==> src/rtl/aclk_pkg.sv <==
// Shared constants, FSM/mode encodings and BCD-to-ASCII helper for the
// alarm-clock LCD scan block.
package aclk_pkg;

    localparam logic [7:0] ASCII_ZERO  = 8'h30;
    localparam logic [7:0] ASCII_DASH  = 8'h2D;
    localparam logic [7:0] ASCII_SPACE = 8'h20;

    typedef enum logic [1:0] {
        IDLE,
        LOAD,
        SEND,
        DONE
    } state_t;

    // Which source is on the display; only MODE_KEY blinks.
    typedef enum logic [1:0] {
        MODE_TIME,
        MODE_KEY,
        MODE_ALARM
    } mode_t;

    // Non-decimal nibbles show as a dash so a half-typed key entry is obvious.
    function automatic logic [7:0] bcd_to_ascii(input logic [3:0] digit);
        if (digit <= 4'd9) begin
            return ASCII_ZERO + {4'h0, digit};
        end
        return ASCII_DASH;
    endfunction

endpackage

==> src/rtl/aclk_alarm_latch.sv <==
// Alarm latch: fires on the rising edge of current_time == alarm_time and
// holds until stop_alarm; a held match cannot re-trigger after a stop.
module aclk_alarm_latch #(
    parameter int WIDTH = 16
) (
    input  logic             clk,
    input  logic             reset,
    input  logic [WIDTH-1:0] current_time,
    input  logic [WIDTH-1:0] alarm_time,
    input  logic             stop_alarm,
    output logic             sound_alarm
);

    logic match_now;
    logic match_q;
    logic set_alarm;

    assign match_now = (current_time == alarm_time);
    assign set_alarm = match_now & ~match_q;

    // NOTE: sequential state uses non-blocking assignments only, so every
    // flop samples the pre-edge value of every other flop.
    always_ff @(posedge clk or negedge reset) begin
        if (!reset) begin
            match_q     <= 1'b0;
            sound_alarm <= 1'b0;
        end else begin
            match_q <= match_now;
            if (stop_alarm) begin
                sound_alarm <= 1'b0;
            end else if (set_alarm) begin
                sound_alarm <= 1'b1;
            end
        end
    end

endmodule

==> src/rtl/aclk_lcd_scan.sv <==
// Multi-digit LCD scan: picks alarm/key/current time, snapshots it per frame
// and streams one ASCII character per digit over a valid/ready handshake.
module aclk_lcd_scan
    import aclk_pkg::*;
#(
    parameter int NUM_DIGITS  = 4,
    parameter int BLINK_TICKS = 2
) (
    input  logic                                             clk,
    input  logic                                             reset,
    input  logic                                             show_a,
    input  logic                                             show_new_time,
    input  logic [4*NUM_DIGITS-1:0]                          alarm_time,
    input  logic [4*NUM_DIGITS-1:0]                          current_time,
    input  logic [4*NUM_DIGITS-1:0]                          key,
    input  logic                                             refresh_tick,
    input  logic                                             stop_alarm,
    input  logic                                             lcd_ready,
    output logic                                             lcd_valid,
    output logic [7:0]                                       lcd_char,
    output logic [((NUM_DIGITS > 1) ? $clog2(NUM_DIGITS) : 1)-1:0] lcd_pos,
    output logic                                             frame_done,
    output logic                                             sound_alarm
);

    localparam int POS_W   = (NUM_DIGITS > 1) ? $clog2(NUM_DIGITS) : 1;
    localparam int BLINK_W = (BLINK_TICKS > 1) ? $clog2(BLINK_TICKS) : 1;
    localparam int VAL_W   = 4 * NUM_DIGITS;

    localparam logic [POS_W-1:0]   LAST_POS   = POS_W'(NUM_DIGITS - 1);
    localparam logic [BLINK_W-1:0] BLINK_LAST = BLINK_W'(BLINK_TICKS - 1);

    if (NUM_DIGITS < 1 || NUM_DIGITS > 8) begin : g_bad_num_digits
        $error("aclk_lcd_scan: NUM_DIGITS must be in 1..8");
    end
    if (BLINK_TICKS < 1) begin : g_bad_blink_ticks
        $error("aclk_lcd_scan: BLINK_TICKS must be >= 1");
    end

    state_t             state;
    state_t             state_next;

    logic [VAL_W-1:0]   sel_val;
    mode_t              sel_mode;
    logic [VAL_W-1:0]   prev_val;
    mode_t              prev_mode;
    logic               request;
    logic               pending;

    logic [BLINK_W-1:0] blink_cnt;
    logic               blink_on;

    logic [VAL_W-1:0]   snap_val;
    logic               snap_blank;
    logic [POS_W-1:0]   pos;
    logic [POS_W-1:0]   digit_idx;
    logic [3:0]         cur_digit;

    // Source select: alarm beats key entry beats current time.
    // NOTE: every always_comb output gets a default first, so no path can
    // leave it unassigned and infer a latch.
    always_comb begin
        sel_val  = current_time;
        sel_mode = MODE_TIME;
        if (show_a) begin
            sel_val  = alarm_time;
            sel_mode = MODE_ALARM;
        end else if (show_new_time) begin
            sel_val  = key;
            sel_mode = MODE_KEY;
        end
    end

    assign request = refresh_tick | (sel_val != prev_val) | (sel_mode != prev_mode);

    always_ff @(posedge clk or negedge reset) begin
        if (!reset) begin
            state <= IDLE;
        end else begin
            state <= state_next;
        end
    end

    always_comb begin
        state_next = state;
        case (state)
            IDLE:    if (request || pending) state_next = LOAD;
            LOAD:    state_next = SEND;
            SEND:    if (lcd_ready && pos == LAST_POS) state_next = DONE;
            DONE:    state_next = IDLE;
            default: state_next = IDLE;
        endcase
    end

    // Change detection, single-deep pending request and blink timing.
    always_ff @(posedge clk or negedge reset) begin
        if (!reset) begin
            prev_val  <= '0;
            prev_mode <= MODE_TIME;
            pending   <= 1'b1;
            blink_cnt <= '0;
            blink_on  <= 1'b1;
        end else begin
            prev_val  <= sel_val;
            prev_mode <= sel_mode;

            if (state == IDLE) begin
                pending <= 1'b0;
            end else if (request) begin
                pending <= 1'b1;
            end

            if (sel_mode != MODE_KEY) begin
                blink_cnt <= '0;
                blink_on  <= 1'b1;
            end else if (refresh_tick) begin
                if (blink_cnt == BLINK_LAST) begin
                    blink_cnt <= '0;
                    blink_on  <= ~blink_on;
                end else begin
                    blink_cnt <= blink_cnt + BLINK_W'(1);
                end
            end
        end
    end

    // Frame snapshot and position; the frame is immune to source changes
    // once LOAD has captured it.
    always_ff @(posedge clk or negedge reset) begin
        if (!reset) begin
            snap_val   <= '0;
            snap_blank <= 1'b0;
            pos        <= '0;
        end else begin
            case (state)
                LOAD: begin
                    snap_val   <= sel_val;
                    snap_blank <= (sel_mode == MODE_KEY) && !blink_on;
                    pos        <= '0;
                end
                SEND: begin
                    if (lcd_ready && pos != LAST_POS) begin
                        pos <= pos + POS_W'(1);
                    end
                end
                default: ;
            endcase
        end
    end

    // Position 0 is the most significant digit.
    always_comb begin
        digit_idx = LAST_POS - pos;
        cur_digit = 4'h0;
        for (int i = 0; i < NUM_DIGITS; i++) begin
            if (digit_idx == POS_W'(i)) begin
                cur_digit = snap_val[4*i +: 4];
            end
        end
    end

    always_comb begin
        lcd_valid  = 1'b0;
        frame_done = 1'b0;
        lcd_char   = ASCII_SPACE;
        case (state)
            SEND: begin
                lcd_valid = 1'b1;
                lcd_char  = snap_blank ? ASCII_SPACE : bcd_to_ascii(cur_digit);
            end
            DONE:    frame_done = 1'b1;
            default: ;
        endcase
    end

    assign lcd_pos = pos;

    aclk_alarm_latch #(
        .WIDTH (VAL_W)
    ) u_alarm_latch (
        .clk          (clk),
        .reset        (reset),
        .current_time (current_time),
        .alarm_time   (alarm_time),
        .stop_alarm   (stop_alarm),
        .sound_alarm  (sound_alarm)
    );

endmodule
==> config.mk <==
export PLATFORM = sky130hd
export DESIGN_NAME = aclk_lcd_scan
export DESIGN_NICKNAME = d
export VERILOG_FILES = /design/src/rtl/aclk_pkg.sv /design/src/rtl/aclk_alarm_latch.sv /design/src/rtl/aclk_lcd_scan.sv
export SDC_FILE = /design/constraint.sdc
export NUM_CORES = 1
export LEC_CHECK = 0
export BUFFER_PORTS_ARGS = -buffer_cell sky130_fd_sc_hd__buf_2
export CAP_MARGIN = 20
export CORE_ASPECT_RATIO = 1.1
export CORE_MARGIN = 3
export CORE_UTILIZATION = 32
export DETAILED_ROUTE_END_ITERATION = 7
export GPL_ROUTABILITY_DRIVEN = 0
export SLEW_MARGIN = 10
export SYNTH_ARGS = -nofsm -noshare
export SYNTH_HDL_FRONTEND = slang
export SYNTH_SLANG_ARGS = --single-unit
==> constraint.sdc <==
create_clock -name clk -period 4 [get_ports clk]
set_input_delay 0 -clock clk [delete_from_list [all_inputs] [get_ports clk]]
set_output_delay 0 -clock clk [all_outputs]
set_load 0.1 [all_outputs]
==> flow_metrics.tcl <==
set metrics [dict create \
    status "complete, no violations" \
    critPathMaxFanout 8 \
    whs_path_depth 3 \
    rr_worst_depth 5 \
    ys_top_cells_by_area "dfrtp_1 39%, mux2_2 7.1%, mux2i_1 6.3%, xnor2_1 5.8%, nor2b_1 4.4%" \
    min_from "refresh_tick" \
    die_w_um 93.6 \
    slew_headroom_pct 43.6 \
    yosys.area_share.xor_xnor_pct 7.78 \
    drc 0 \
    power_leakage_nw 1.49 \
    synthSimpleGateAreaFrac_pct 13.7 \
    setup_tns_ns 0 \
    synth_compound_area_share_pct 15.2 \
    wl_per_cell_um 15.3 \
    synth_cells 262 \
    cts_tree "done" \
    dieArea_um2 9590 \
    totalPowerFinal_w 0.00191 \
    h-tree-depth 2 \
    tightest_slew_ns 0.846 \
    synth_fa_ha_area_share_pct 3.70 \
    layout_min_cycle_time_ns 2.64 \
    wl_mm 6.60 \
    antenna_found_initial 0 \
    ys_seq_area_share_pct 40.8 \
    syn-cell-area_um2 2700 \
    synth_cell_types 43 \
    hold_viol_final 0 \
    io_pins 68 \
    layout.nets 385 \
    fin_cells 431 \
    via_count 2122 \
    syn_avg_cell_area_um2 10.3 \
    cp.arrival_ns 2.64 \
    fillers 830 \
    final_cell_area_um2 3200 \
    rows 34 \
    ys_seq_elements 44 \
    io_buffers 64 \
    grt_max_degree 59 \
    worst-setup-path-type "reg2out" \
    async_flop_share_pct 100 \
    r2r-end "state[1]" \
    cts_root_buf "clkbuf_8" \
    end_kind "output port" \
    viasPerCell 4.92 \
    track_usage_pct 14.1 \
    start_util_pct 33.4 \
    numCtsBuffers 5 \
    diodes 0 \
    clkLatencyLatePin_ns 0.29 \
    dr.pass1.iters 4 \
    grt_overflow 0 \
    final_antenna_net_count 0 \
    fp.coreArea_um2 8080 \
    drv_cap 0 \
    synth_flop_cell "dfrtp_1" \
    cts.reportedPaths.clkPinSlew_ns 0.08 \
    drive_above_1_share_pct 29.4 \
    cts_sinks 44 \
    drtIter0Drc 89 \
    p_per_area_nw_per_um2 597 \
    clock.fmax_mhz 379 \
    grt_pass1_vias 2123 \
    synth_top_family_by_area "compound AO/OA/AOI/OAI gates" \
    clockBufferDepth 2 \
    worstHoldEndpoint "blink_cnt" \
    placed_cells 420 \
    skew_ns 0.00664 \
    vdd_drop_max_mv 0.690 \
    ys_warn_count 0 \
    rsz0062_at_grt "false" \
    rr_startpoint "state[0]" \
    worst-r2r-setup-slack_ns 2.23 \
    post_cts_buffers 0 \
    grt_pass1_wl_mm 10.5 \
    setup_viol 0 \
    area_growth_pct 18.4 \
    finalCritPeriodShare_pct 66.1 \
    dieHeight_um 102 \
    hold_path_class "in2reg" \
    synth_top_cell_by_area "dfrtp_1" \
    place_area_um2 3070 \
    cp-start-kind "flip-flop" \
    synth_edf_count 0 \
    synthMuxAreaShare_pct 13.8 \
    critPathRequiredTime_ns 4.00 \
    slew_viol_final 0 \
    dp_hpwl_mm 5.12 \
    yosysTopAreaCellShare_pct 38.9 \
]
==> where the power goes <==
group          internal (W)  switching (W)
sequential         0.000570      0.0000687
clock              0.000138       0.000150
combinational      0.000322       0.000661
==> what timing repair did <==
| action | in CTS | in global routing |
|---|---|---|
| gates resized for setup | 0 | 0 |
| endpoints found under the hold margin | 43 | 0 |
| hold buffers | 2 | 0 |
==> critical path, stage by stage, from the launching register on <==
cell and delay [ns]:
dfrtp_1 0.43, inv_1 0.15, ha_1 0.34, nor2b_1 0.09
a221oi_1 0.29, nor3_1 0.08, a21oi_1 0.21, a21o_1 0.18
nor2b_1 0.15, buf_2 0.44
==> flip-flops by register name, summed over array words and instances (netlist names), 2 cells and up <==
name	cells
prev_val	16
snap_val	16
lcd_pos	2
prev_mode	2
state	2
==> how the worst max path moves through the flow <==
stage                          start          end  slack, ns
after floorplan           lcd_pos[0]  lcd_char[2]       0.41
after global placement    lcd_pos[0]  lcd_char[4]       1.66
after detailed placement      show_a     state[1]       1.62
after CTS                 lcd_pos[0]  lcd_char[4]       1.30
after global routing      lcd_pos[0]  lcd_char[4]       1.08
final                     lcd_pos[0]  lcd_char[4]       1.36
==> cell type report <==
cell class / instances / area, um2 / area share (%)
well taps: 108 / 135 / 4.22
multi-input cells: 197 / 1480 / 46.3
flip-flops and latches: 44 / 1100 / 34.5
clock buffers: 6 / 82.6 / 2.58
inverters: 7 / 26.3 / 0.821
repair buffers: 67 / 360 / 11.3
clock inverters: 2 / 10.0 / 0.313
==> cell families (layout without fill, tap and decap cells) <==
logic type / count (synthesis) / in the layout
fa+ha+maj: 8 / 8
flops: 44 / 44
other cells: 2 / 3
buf+inv: 22 / 82
compound gates: 60 / 60
xor+xnor: 24 / 24
mux: 35 / 35
simple gates: 67 / 67
==> layer usage <==
layer  track usage, %  vias up  share of wire [%]
li1                 -     1056                  -
met1             19.2      999                 47
met2             22.7       60                 45
met3             3.24        7                6.1
met4             4.11        0                1.3
met5                0        -                  0
==> synth_stat cells (2+ instances only) <==
cell,number
mux2_2,17
nand3b_1,2
buf_4,3
nand2_1,19
ha_1,8
nor2_1,6
inv_1,7
nor3_1,4
o31ai_1,2
xnor2_1,18
a21oi_1,10
nor2b_1,19
nand4b_1,2
dfrtp_1,42
o211a_1,8
a31oi_1,2
conb_1,2
nor4_1,5
a211oi_1,10
mux2i_1,17
a221oi_1,3
o211ai_1,3
buf_2,7
nand4_1,4
clkbuf_1,2
xor2_1,6
dfstp_2,2
o21ai_0,17
==> cell usage in the layout, fill, tap and decap left out, types with 3 or more instances in the layout <==
cell type,n
mux2_2,17
o211ai_1,3
dfrtp_1,42
o211a_1,8
nor2b_1,19
clkbuf_8,6
nand4_1,4
buf_2,64
xnor2_1,18
conb_1,3
ha_1,8
nand2_1,19
nor2_1,6
xor2_1,6
a211oi_1,10
mux2i_1,17
o21ai_0,17
a21oi_1,10
nor4_1,5
nor3_1,4
a221oi_1,3
inv_1,7
==> per-stage QoR <==
stage	util, %	hold slack [ns]	worst slack, ns
after floorplan	-	-0.296	0.412
after global placement	37.9	0.159	1.66
after detailed placement	37.9	0.164	1.62
after CTS	39.3	0.0105	1.30
after global routing	39.6	0.0319	1.08
final	39.6	0.0139	1.36
No activity file was read; power rests on OpenSTA's default activity.
